### src/rtl/local_net_interface.sv
// Router local-port endpoint: packetizes PE requests into credit-controlled flits
// and buffers ejected flits for the PE, returning one credit per flit consumed.
module local_net_interface #(
  parameter int PKT_LEN    = 4,
  parameter int TX_CREDITS = 8,
  parameter int RX_DEPTH   = 8
) (
  input  logic        clk,
  input  logic        reset,
  input  logic        tx_start_i,
  input  logic [15:0] tx_dest_i,
  output logic        tx_busy_o,
  input  logic [15:0] tx_data_i,
  input  logic        tx_data_valid_i,
  output logic        tx_data_ready_o,
  output logic [15:0] net_data_o,
  output logic        net_valid_o,
  input  logic        net_credit_i,
  input  logic [15:0] net_data_i,
  input  logic        net_valid_i,
  output logic        net_credit_o,
  output logic [15:0] rx_data_o,
  output logic        rx_valid_o,
  output logic        rx_head_o,
  input  logic        rx_ready_i,
  output logic        credit_err_o,
  output logic        rx_overflow_o
);

  localparam int CW = $clog2(TX_CREDITS + 1);
  localparam int AW = $clog2(RX_DEPTH);
  localparam int BW = (PKT_LEN > 2) ? $clog2(PKT_LEN - 1) : 1;
  localparam int IW = $clog2(PKT_LEN);

  typedef enum logic [1:0] {
    ST_IDLE = 2'd0,
    ST_HEAD = 2'd1,
    ST_BODY = 2'd2
  } tx_state_t;

  tx_state_t     state_r, state_s;
  logic [CW-1:0] credit_r;
  logic [15:0]   dest_r;
  logic [15:0]   flit_s;
  logic [15:0]   net_data_r;
  logic          net_valid_r;
  logic [BW-1:0] beat_r, beat_s;
  logic          send_s;
  logic          ready_s;
  logic          have_credit_s;
  logic          credit_err_r;

  assign have_credit_s = (credit_r != {CW{1'b0}});

  // TX next-state, emitted flit and payload handshake
  always_comb begin
    state_s = state_r;
    beat_s  = beat_r;
    send_s  = 1'b0;
    flit_s  = 16'h0000;
    ready_s = 1'b0;
    case (state_r)
      ST_IDLE: begin
        if (tx_start_i) begin
          state_s = ST_HEAD;
        end else begin
          state_s = ST_IDLE;
        end
      end
      ST_HEAD: begin
        if (have_credit_s) begin
          send_s  = 1'b1;
          flit_s  = dest_r;
          beat_s  = {BW{1'b0}};
          state_s = ST_BODY;
        end else begin
          state_s = ST_HEAD;
        end
      end
      ST_BODY: begin
        ready_s = have_credit_s;
        if (tx_data_valid_i && have_credit_s) begin
          send_s = 1'b1;
          flit_s = tx_data_i;
          if (beat_r == BW'(PKT_LEN - 2)) begin
            beat_s  = {BW{1'b0}};
            state_s = ST_IDLE;
          end else begin
            beat_s  = beat_r + BW'(1);
            state_s = ST_BODY;
          end
        end else begin
          state_s = ST_BODY;
        end
      end
      default: begin
        state_s = ST_IDLE;
      end
    endcase
  end

  // TX state, destination latch and registered link outputs
  always_ff @(posedge clk) begin
    if (reset) begin
      state_r     <= ST_IDLE;
      beat_r      <= {BW{1'b0}};
      dest_r      <= 16'h0000;
      net_data_r  <= 16'h0000;
      net_valid_r <= 1'b0;
    end else begin
      state_r     <= state_s;
      beat_r      <= beat_s;
      net_valid_r <= send_s;
      if (state_r == ST_IDLE && tx_start_i) begin
        dest_r <= tx_dest_i;
      end
      if (send_s) begin
        net_data_r <= flit_s;
      end
    end
  end

  // Credit counter: a send and a returned credit in one cycle cancel out
  always_ff @(posedge clk) begin
    if (reset) begin
      credit_r     <= CW'(TX_CREDITS);
      credit_err_r <= 1'b0;
    end else begin
      case ({send_s, net_credit_i})
        2'b10: credit_r <= credit_r - CW'(1);
        2'b01: begin
          if (credit_r == CW'(TX_CREDITS)) begin
            credit_err_r <= 1'b1;
          end else begin
            credit_r <= credit_r + CW'(1);
          end
        end
        default: credit_r <= credit_r;
      endcase
    end
  end

  logic [15:0]   mem_r [RX_DEPTH];
  logic [AW:0]   wr_ptr_r, rd_ptr_r;
  logic [IW-1:0] rx_idx_r;
  logic          empty_s, full_s, pop_s, push_s;
  logic          net_credit_r, rx_overflow_r;

  // Extra pointer bit distinguishes full from empty when the indices match
  assign empty_s = (wr_ptr_r == rd_ptr_r);
  assign full_s  = (wr_ptr_r[AW] != rd_ptr_r[AW]) && (wr_ptr_r[AW-1:0] == rd_ptr_r[AW-1:0]);
  assign pop_s   = !empty_s && rx_ready_i;
  assign push_s  = net_valid_i && (!full_s || pop_s);

  // RX storage; contents need no reset since reads are gated by empty
  always_ff @(posedge clk) begin
    if (push_s) begin
      mem_r[wr_ptr_r[AW-1:0]] <= net_data_i;
    end
  end

  // RX pointers, flit index, credit return and overflow flag
  always_ff @(posedge clk) begin
    if (reset) begin
      wr_ptr_r      <= {(AW+1){1'b0}};
      rd_ptr_r      <= {(AW+1){1'b0}};
      rx_idx_r      <= {IW{1'b0}};
      net_credit_r  <= 1'b0;
      rx_overflow_r <= 1'b0;
    end else begin
      net_credit_r <= pop_s;
      if (push_s) begin
        wr_ptr_r <= wr_ptr_r + {{AW{1'b0}}, 1'b1};
      end
      if (pop_s) begin
        rd_ptr_r <= rd_ptr_r + {{AW{1'b0}}, 1'b1};
        if (rx_idx_r == IW'(PKT_LEN - 1)) begin
          rx_idx_r <= {IW{1'b0}};
        end else begin
          rx_idx_r <= rx_idx_r + IW'(1);
        end
      end
      if (net_valid_i && full_s && !pop_s) begin
        rx_overflow_r <= 1'b1;
      end
    end
  end

  assign tx_busy_o       = (state_r != ST_IDLE);
  assign tx_data_ready_o = ready_s;
  assign net_data_o      = net_data_r;
  assign net_valid_o     = net_valid_r;
  assign credit_err_o    = credit_err_r;
  assign net_credit_o    = net_credit_r;
  assign rx_valid_o      = !empty_s;
  assign rx_data_o       = empty_s ? 16'h0000 : mem_r[rd_ptr_r[AW-1:0]];
  assign rx_head_o       = !empty_s && (rx_idx_r == {IW{1'b0}});
  assign rx_overflow_o   = rx_overflow_r;

endmodule
### config.mk
export PLATFORM = sky130hd
export DESIGN_NAME = local_net_interface
export DESIGN_NICKNAME = d
export VERILOG_FILES = /design/src/rtl/local_net_interface.sv
export SDC_FILE = /design/constraint.sdc
export NUM_CORES = 1
export LEC_CHECK = 0
export ABC_AREA = 1
export CAP_MARGIN = 20
export CORE_MARGIN = 2
export CORE_UTILIZATION = 50
export DETAILED_ROUTE_END_ITERATION = 6
export GPL_TIMING_DRIVEN = 0
export PLACE_DENSITY = 0.84
export SYNTH_ARGS = -nofsm -noshare
export SYNTH_HDL_FRONTEND = slang
export SYNTH_SLANG_ARGS = --single-unit
### constraint.sdc
create_clock -name clk -period 3.1 [get_ports clk]
set_input_delay 0.31 -clock clk [delete_from_list [all_inputs] [get_ports clk]]
set_output_delay 0.31 -clock clk [all_outputs]
set_load 0.03 [all_outputs]
# After elaboration in Yosys (flattened, before gate mapping)
# Memories as Yosys holds them, arrays and structs flattened. A register that Yosys moved wholly into a read port is not among the register bits.
# Cells that the tools add are included.
# op_classes
addsub	6
eq_ne	13
n_mux	24
n_reduce_logical	21
# ops
op	n
16-bit 2-to-1 mux	3
16-bit case mux with 2 select lines	1
2-bit 2-to-1 mux	7
4-bit by 1-bit adder with 4-bit output, second input constant	3
2-bit == test, second input constant	4
1-bit logical AND	8
4-bit case mux with 2 select lines	1
1-bit 2-to-1 mux	6
3-bit 2-to-1 mux	2
2-bit != test, second input constant	3
2-bit case mux with 3 select lines	1
2-bit nonzero test	3
2-bit by 1-bit adder with 2-bit output, second input constant	2
2-bit by 1-bit == test with 1-bit output, second input constant	2
4-bit == test	1
4-bit == test, second input constant	1
2-bit zero test	2
4-bit 2-to-1 mux	1
2-bit case mux with 2 select lines	1
2-bit AND reduction	2
4-bit nonzero test	1
4-bit by 1-bit subtractor with 4-bit output, second input constant	1
3-bit == test	1
1-bit zero test	3
other kinds (4)	4
# totals
reg_bits	54
mem_bits_rw	128
inputBits	55
out_inout_bits	40
wordCells	77
memories	1
# memory_table
name	depth	word_bits	rd	rd_clocked_by_memory_dff	write_ports	line	rtl
mem_r	8	16	1	1	1	143	logic [15:0] mem_r [RX_DEPTH];

# Depth between registers and ports, before layout
# Gate-level depths: netlist of run 1.
# logic_depth
depth_word	7
ltp_mapped	15
ltp_nobuf	15

# Worst setup path before layout of run 1
# Ideal clock, no wire load.
# synth_path
path_type	reg-to-reg
from	reg wr_ptr_r[2]
to	mem mem_r[6][0] (enable)
setup_time_ns	0.430
arrival_ns	2.500
required_ns	2.670
path_slack_ns	0.170
stages_incl_launch_ff	7
path_buffers	1
period_less_slack_ns	2.930
cell_sequence	dfxtp_1 buf_6 xor2_1 nor2_2 nand3_2 nand2_2 nor4_1
# synth_between
elab_chain_len	7
elab_cells_between_ends	10
cone_classes	2 x eq/ne; 2 x mux; 6 x reduce/logical
# synth_rtl
element	line	rtl
from (decl)	144	logic [AW:0] wr_ptr_r, rd_ptr_r;
from (signal assigned)	165	wr_ptr_r <= {(AW+1){1'b0}};
from (signal assigned)	173	wr_ptr_r <= wr_ptr_r + {{AW{1'b0}}, 1'b1};
4-bit == test / 3-bit == test (equally long branches)	150, 151	
1-bit zero test / 1-bit logical AND (equally long branches)	152, 151	
1-bit logical AND / 1-bit zero test (equally long branches)	152, 153	
1-bit logical OR	153	assign push_s = net_valid_i && (!full_s || pop_s);
1-bit logical AND	153	
1-bit 2-to-1 mux	157	if (push_s) begin
1-bit 2-to-1 mux (implied by the code)	158	mem_r[wr_ptr_r[AW-1:0]] <= net_data_i;
to (decl)	143	
# Several ways; a longest one is shown, not always the timed one.

==> results of run 1 <==
worst max-delay path by stage:
stage / startpoint / endpoint / slack (ps) / cells past startpoint
after global placement: rx_ready_i / mem_r[6][12]$_DFFE_PP_ / -1000 / 5
after detailed placement: register / rx_data_o[5] / 480 / 6
final: register / rx_data_o[10] / 90 / 7
after global routing: register / rx_data_o[8] / 10 / 7
after CTS: register / rx_data_o[5] / 0.1 / 6
after floorplan: wr_ptr_r[2]$_SDFFE_PP0P_ / mem_r[6][0]$_DFFE_PP_ / 170 / 6
placed cells by master (no fill, tap or decap), drive strengths merged:
cell type      count
clkbuf            39
bufinv             3
and2               1
o32ai             32
or2                1
nand2             48
nand4              1
inv               38
a211oi             1
xnor2              5
buf               25
a21oi             13
clkinvlp           1
clkdlybuf4s50     92
a41oi              1
a31oi             16
clkinv             3
fa                 1
nand3b             1
edfxtp           128
nor3               3
xor2               4
nor2             191
nor4               1
ha                10
o21ai             88
dfxtp             57
dlymetal6s2s       2
nand3             32
through the flow:
step	cell area, µm²	setup slack (ps)
finish	9500	86.8
global placement	8770	-1000
CTS	9490	0.124
global route	9500	9.80
floorplan	7590	170
detailed placement	8880	480
power by group:
group / total [µW] / switching, µW / internal [µW]
clock: 2260 / 969 / 1290
combinational: 1610 / 1010 / 599
sequential: 2860 / 83.3 / 2770
cells by family after synthesis:
kind of cell / Yosys count / synth area share
and+or+nand+nor: 279 / 0.151
DFF: 185 / 0.657
AOI/OAI and AO/OA: 151 / 0.121
buffers and inverters: 71 / 0.0407
adders and majority gates: 11 / 0.0191
xor gates and xnor gates: 9 / 0.0114
per-layer routing:
metal  vias to the layer above  share of wire  GRT usage
met5                         -              0          0
met4                         0          0.026     0.0976
met3                        44          0.088     0.0603
met2                       327           0.50      0.394
met1                      2711           0.38      0.265
li1                       2727              -          -
registers in the layout, indices dropped and copies added (netlist names), named ones only:
register,flops
net_credit_o,1
beat_r,2
net_valid_o,1
credit_err_o,1
net_data_o,16
state_r,2
rx_overflow_o,1
credit_r,4
mem_r,128
wr_ptr_r,4
rd_ptr_r,4
rx_idx_r,2
dest_r,16
worst max-delay path: cells and delay by family (launching register included):
kind	cells	cell delay [ps]
AO/OA/AOI/OAI	3	480
AND/OR/NAND/NOR	1	140
buffers and inverters	3	1330
flip-flops	1	300
timing repair:
action                                  4_1_cts  5_1_grt
gates resized for setup                       0       12
hold buffers                                  0        0
setup buffers                                 0        0
endpoints found under the setup margin        0       12
synthesized netlist by cell type (all sizes together):
master	n
nand3b	1
xor2	4
nor4	1
fa	1
nor2	191
and2	1
o32ai	32
a211oi	1
clkbuf	22
dfxtp	57
nor3	3
nand4	1
a21oi	13
nand2	48
o21ai	88
edfxtp	128
buf	18
ha	10
inv	31
a41oi	1
a31oi	16
or2	1
xnor2	5
nand3	32
layout make-up:
type / instances / area, µm²
fillers: 1113 / 5530
flip-flops and latches: 185 / 4980
multi-input cells: 450 / 2330
repair buffers: 101 / 1020
clock buffers: 17 / 425
well taps: 188 / 235
plain buffers: 40 / 199
clock inverters: 14 / 188
inverters: 31 / 116
==> results.yml, run 1 <==
outcome:
  outcome: "finished, final reports clean"
synth:
  synth_fp_nets: 772
  synth_seq_cells: 185
  synth_cell_types: 35
  yosys_warnings: 0
  yosysSeqAreaShare: 0.657
  synth_top_cell_by_area: "edfxtp_1"
  synth_top_area_frac: 0.506
  syn_inst: 706
  synthTopCellsByArea: "edfxtp_1 (51%), dfxtp_1 (15%), nor2_1 (9.2%)"
  avgSynthCellArea_um2: 10.8
  syn-cell-area_mm2: 0.00759
global_route:
  grt-ovfl-total: 0
  grt_pass1_vias: 5728
  grt_pass1_wl_mm: 27.9
  grt_max_degree: 18
  grt_util_all_layers: 0.226
  antenna_found_initial: 0
critical_path:
  crit_fanout: 10
  worstPathRequired_ps: 2790
  critPathMaxStageDelay_ps: 680
  cp-start-kind: "register"
  cp_common_cell: "o21ai_0"
  crit_slowest_cell: "clkdlybuf4s50_1"
  crit_chain: "buf_2 -> clkbuf_1 -> o21ai_0 -> o32ai_1 -> o21ai_0 -> nor2_1 -> clkdlybuf4s50_1"
  worstRegToRegCells: 8
  rrSetupSlack_ps: 650
  r2r-end: "mem_r[4][14]$_DFFE_PP_"
  r2r-start: "wr_ptr_r[2]$_SDFFE_PP0P_"
  end_kind: "output port"
  critPathArrivalTime_ps: 2700
  worstSetupPathType: "reg2out"
clock_tree:
  clock_sinks: 185
  path_clk_slew_ps: 70
  htree_levels: 4
  insertion_delay_ps: 440
  clk_path_buf_depth: 2
  root_buffer: "clkbuf_16"
  cts_buffers: 17
  cts_tree: "done"
layout:
  area_growth_pct: 25.2
  utilization: 0.632
  antennaDiodeCount: 0
  nets: 892
  fin_cells: 1026
  drive_above_1_share: 0.103
sta:
  timing.clock.skew_ps: 8.57
  finalMaxSlewViolations: 0
  rsz0062_at_grt: "false"
  hold_viol: 0
  setup_viol: 0
  relSlewSlack: 0.325
  holdWs_ps: 459
  post-route-period-util: 0.972
  tightest_slew_ps: 1010
  min_period_ps: 3010
  timing.fmax_ghz: 0.332
  final.setup.tns_ps: 0
routing:
  drtIter0Drc: 532
  drc: 0
  via_count: 5809
  ant_nets: 0
  wire_per_inst_um: 17.5
  via_per_inst: 5.66
  wl_mm: 18.0
  dr.pass1.iters: 5
worst_hold_path:
  hold_start: "credit_err_o$_SDFFE_PP0P_"
  holdPathStages: 2
  hp-class: "reg2reg"
  hold_end: "credit_err_o$_SDFFE_PP0P_"
placed_design:
  dpl.cell_count: 995
  io_buffer_count: 94
  dpl.hpwl_mm: 11.8
  place_congestion: 0.826
die:
  pin_count: 95
  die_w_um: 127
  dieArea_mm2: 0.0162
  core-area_mm2: 0.0150
  die_h_um: 127
  start_util: 0.505
  num_rows: 45
power_and_ir_drop:
  ir_worst_vdd_uv: 434
  p_leak_uw: 0.00342
  p_per_area_mw_per_mm2: 707
  total_power_uw: 6720
run:
  drv_cap: 0
Note: power is estimated with default switching activity, not from simulation.
==> inputs of run 2 (changes only) <==
- SETUP_SLACK_MARGIN: not set -> 0.4
==> run 2 against run 1 <==
Effect of this change: first-iteration DRC count grew 4.5%; register-to-register slack lost 40 ps; via count is essentially flat; total power shrank 3.1%; clock power shrank 8%.
==> results.yml, run 2 (synthesized netlist as in run 1, its figures left out) <==
outcome:
  outcome: "finished, final reports clean"
global_route:
  grt_util_all_layers: 0.234
  grt_pass1_vias: 5822
  grt-ovfl-total: 0
  grt_pass1_wl_mm: 28.7
  grt_max_degree: 18
  antenna_found_initial: 0
clock_tree:
  htree_levels: 4
  postCtsHoldBufs: 0
  path_clk_slew_ps: 70
  cts_buffers: 17
  insertion_delay_ps: 440
  root_buffer: "clkbuf_16"
  clock_sinks: 185
  cts_tree: "done"
  clk_path_buf_depth: 2
sta:
  final.setup.tns_ps: 0
  tightest_slew_ps: 1020
  min_period_ps: 2690
  setup_viol: 0
  timing.fmax_ghz: 0.371
  relSlewSlack: 0.317
  post-route-period-util: 0.868
  rsz0062_at_grt: "true"
  timing.clock.skew_ps: 10.5
  hold_viol: 0
  finalMaxSlewViolations: 0
placed_design:
  place_congestion: 0.847
  place_area_mm2: 0.00889
  dpl.hpwl_mm: 12.1
  io_buffer_count: 94
die:
  die_w_um: 127
  pin_count: 95
  num_rows: 45
  core-area_mm2: 0.0150
  dieArea_mm2: 0.0162
  start_util: 0.505
  die_h_um: 127
layout:
  final_cell_mix: "nor2_1 (183), edfxtp_1 (128), clkdlybuf4s50_1 (78), o21ai_0 (63), dfxtp_1 (57)"
  layout_commonest_cell: "nor2_1"
  multiInputGateArea_mm2: 0.00234
  antennaDiodeCount: 0
  largest_reg_flops: 128
  fillers: 1129
  seq_area_mm2: 0.00498
  final_area_mm2: 0.00944
  drive_above_1_share: 0.123
  area_growth_pct: 24.4
  nets: 892
routing:
  via_count: 5806
  via_per_inst: 5.65
  drtIter0Drc: 556
  drc: 0
  dr.pass1.iters: 5
  wl_mm: 18.4
  wire_per_inst_um: 17.9
  ant_nets: 0
power_and_ir_drop:
  p_per_area_mw_per_mm2: 690
  ir_worst_vdd_uv: 415
  p_leak_uw: 0.00341
  total_power_uw: 6510
critical_path:
  worstPathRequired_ps: 2790
  worstSetupPathType: "reg2out"
  end_kind: "output port"
  cp-start-kind: "register"
  critPathArrivalTime_ps: 2380
  crit_fanout: 10
  r2r-start: "wr_ptr_r[0]$_SDFFE_PP0P_"
worst_hold_path:
  hp-class: "in2reg"
  hold_start: "tx_data_i[11]"
run:
  drv_cap: 0
[run 2: cell count changes in the layout (fill, tap and decap cells not counted), sizes merged, moves of 3 or more]
cell,previous run,this run
clkinv,3,7
clkdlybuf4s50,92,78
inv,38,35
clkdlybuf4s15,0,3
clkbuf,39,52
[run 2: timing repair]
item	4_1_cts	5_1_grt
gates resized for setup	28	32
endpoints found under the setup margin	17	17
hold endpoints to repair	0	0
setup buffers	0	0
[run 2: worst max-delay path, cell delays in order, from the launching register on]
cell             delay [ps]
dfxtp_1                 320
buf_2                   190
inv_2                   180
buf_2                   310
nor2_1                   80
o32ai_1                 150
o21ai_0                 190
nor2_1                  140
clkdlybuf4s15_1         380
[run 2: power by group]
| group | internal [µW] | switching (µW) | leakage [µW] | total [µW] |
|---|---|---|---|---|
| logic | 548 | 1020 | 0.00151 | 1560 |
| registers | 2770 | 87.7 | 0.00163 | 2860 |
| clock network | 1120 | 962 | 0.000276 | 2090 |
[run 2: area by class of cell]
cell class | instances | share of cell area
buffer | 40 | 0.0225
clock buffer | 18 | 0.0455
clock inverter | 14 | 0.0151
inverter | 31 | 0.0123
multi-input combinational | 450 | 0.248
sequential | 185 | 0.528
tap | 188 | 0.0249
timing repair buffer | 101 | 0.103
[run 2: per-stage QoR]
| step | setup WS, ps | instances | hold WS, ps | util |
|---|---|---|---|---|
| global route | 346 | 1027 | 483 | 0.628 |
| finish | 408 | 1027 | 457 | 0.628 |
| detailed placement | 502 | 995 | 451 | 0.592 |
| CTS | 318 | 1027 | 448 | 0.629 |
| floorplan | 619 | 706 | 409 | - |
| global placement | -538 | 988 | 444 | 0.584 |
[run 2: path summary, 6_finish.rpt]
check | endpoint | slack [ps] | cells past startpoint
worst max-delay path | rx_data_o[2] | 410 | 8
worst min-delay path | net_data_o[11]$_SDFFE_PP0P_ | 460 | 3
worst max register to register | mem_r[2][0]$_DFFE_PP_ | 610 | 8
worst min register to register | credit_err_o$_SDFFE_PP0P_ | 460 | 2
[run 2: routing by layer]
| metal | vias up | global-route usage | part of all wire |
|---|---|---|---|
| met1 | 2710 | 0.276 | 0.38 |
| met5 | - | 0 | 0 |
| met2 | 319 | 0.401 | 0.50 |
| li1 | 2729 | - | - |
| met4 | 0 | 0.111 | 0.027 |
| met3 | 48 | 0.0632 | 0.089 |
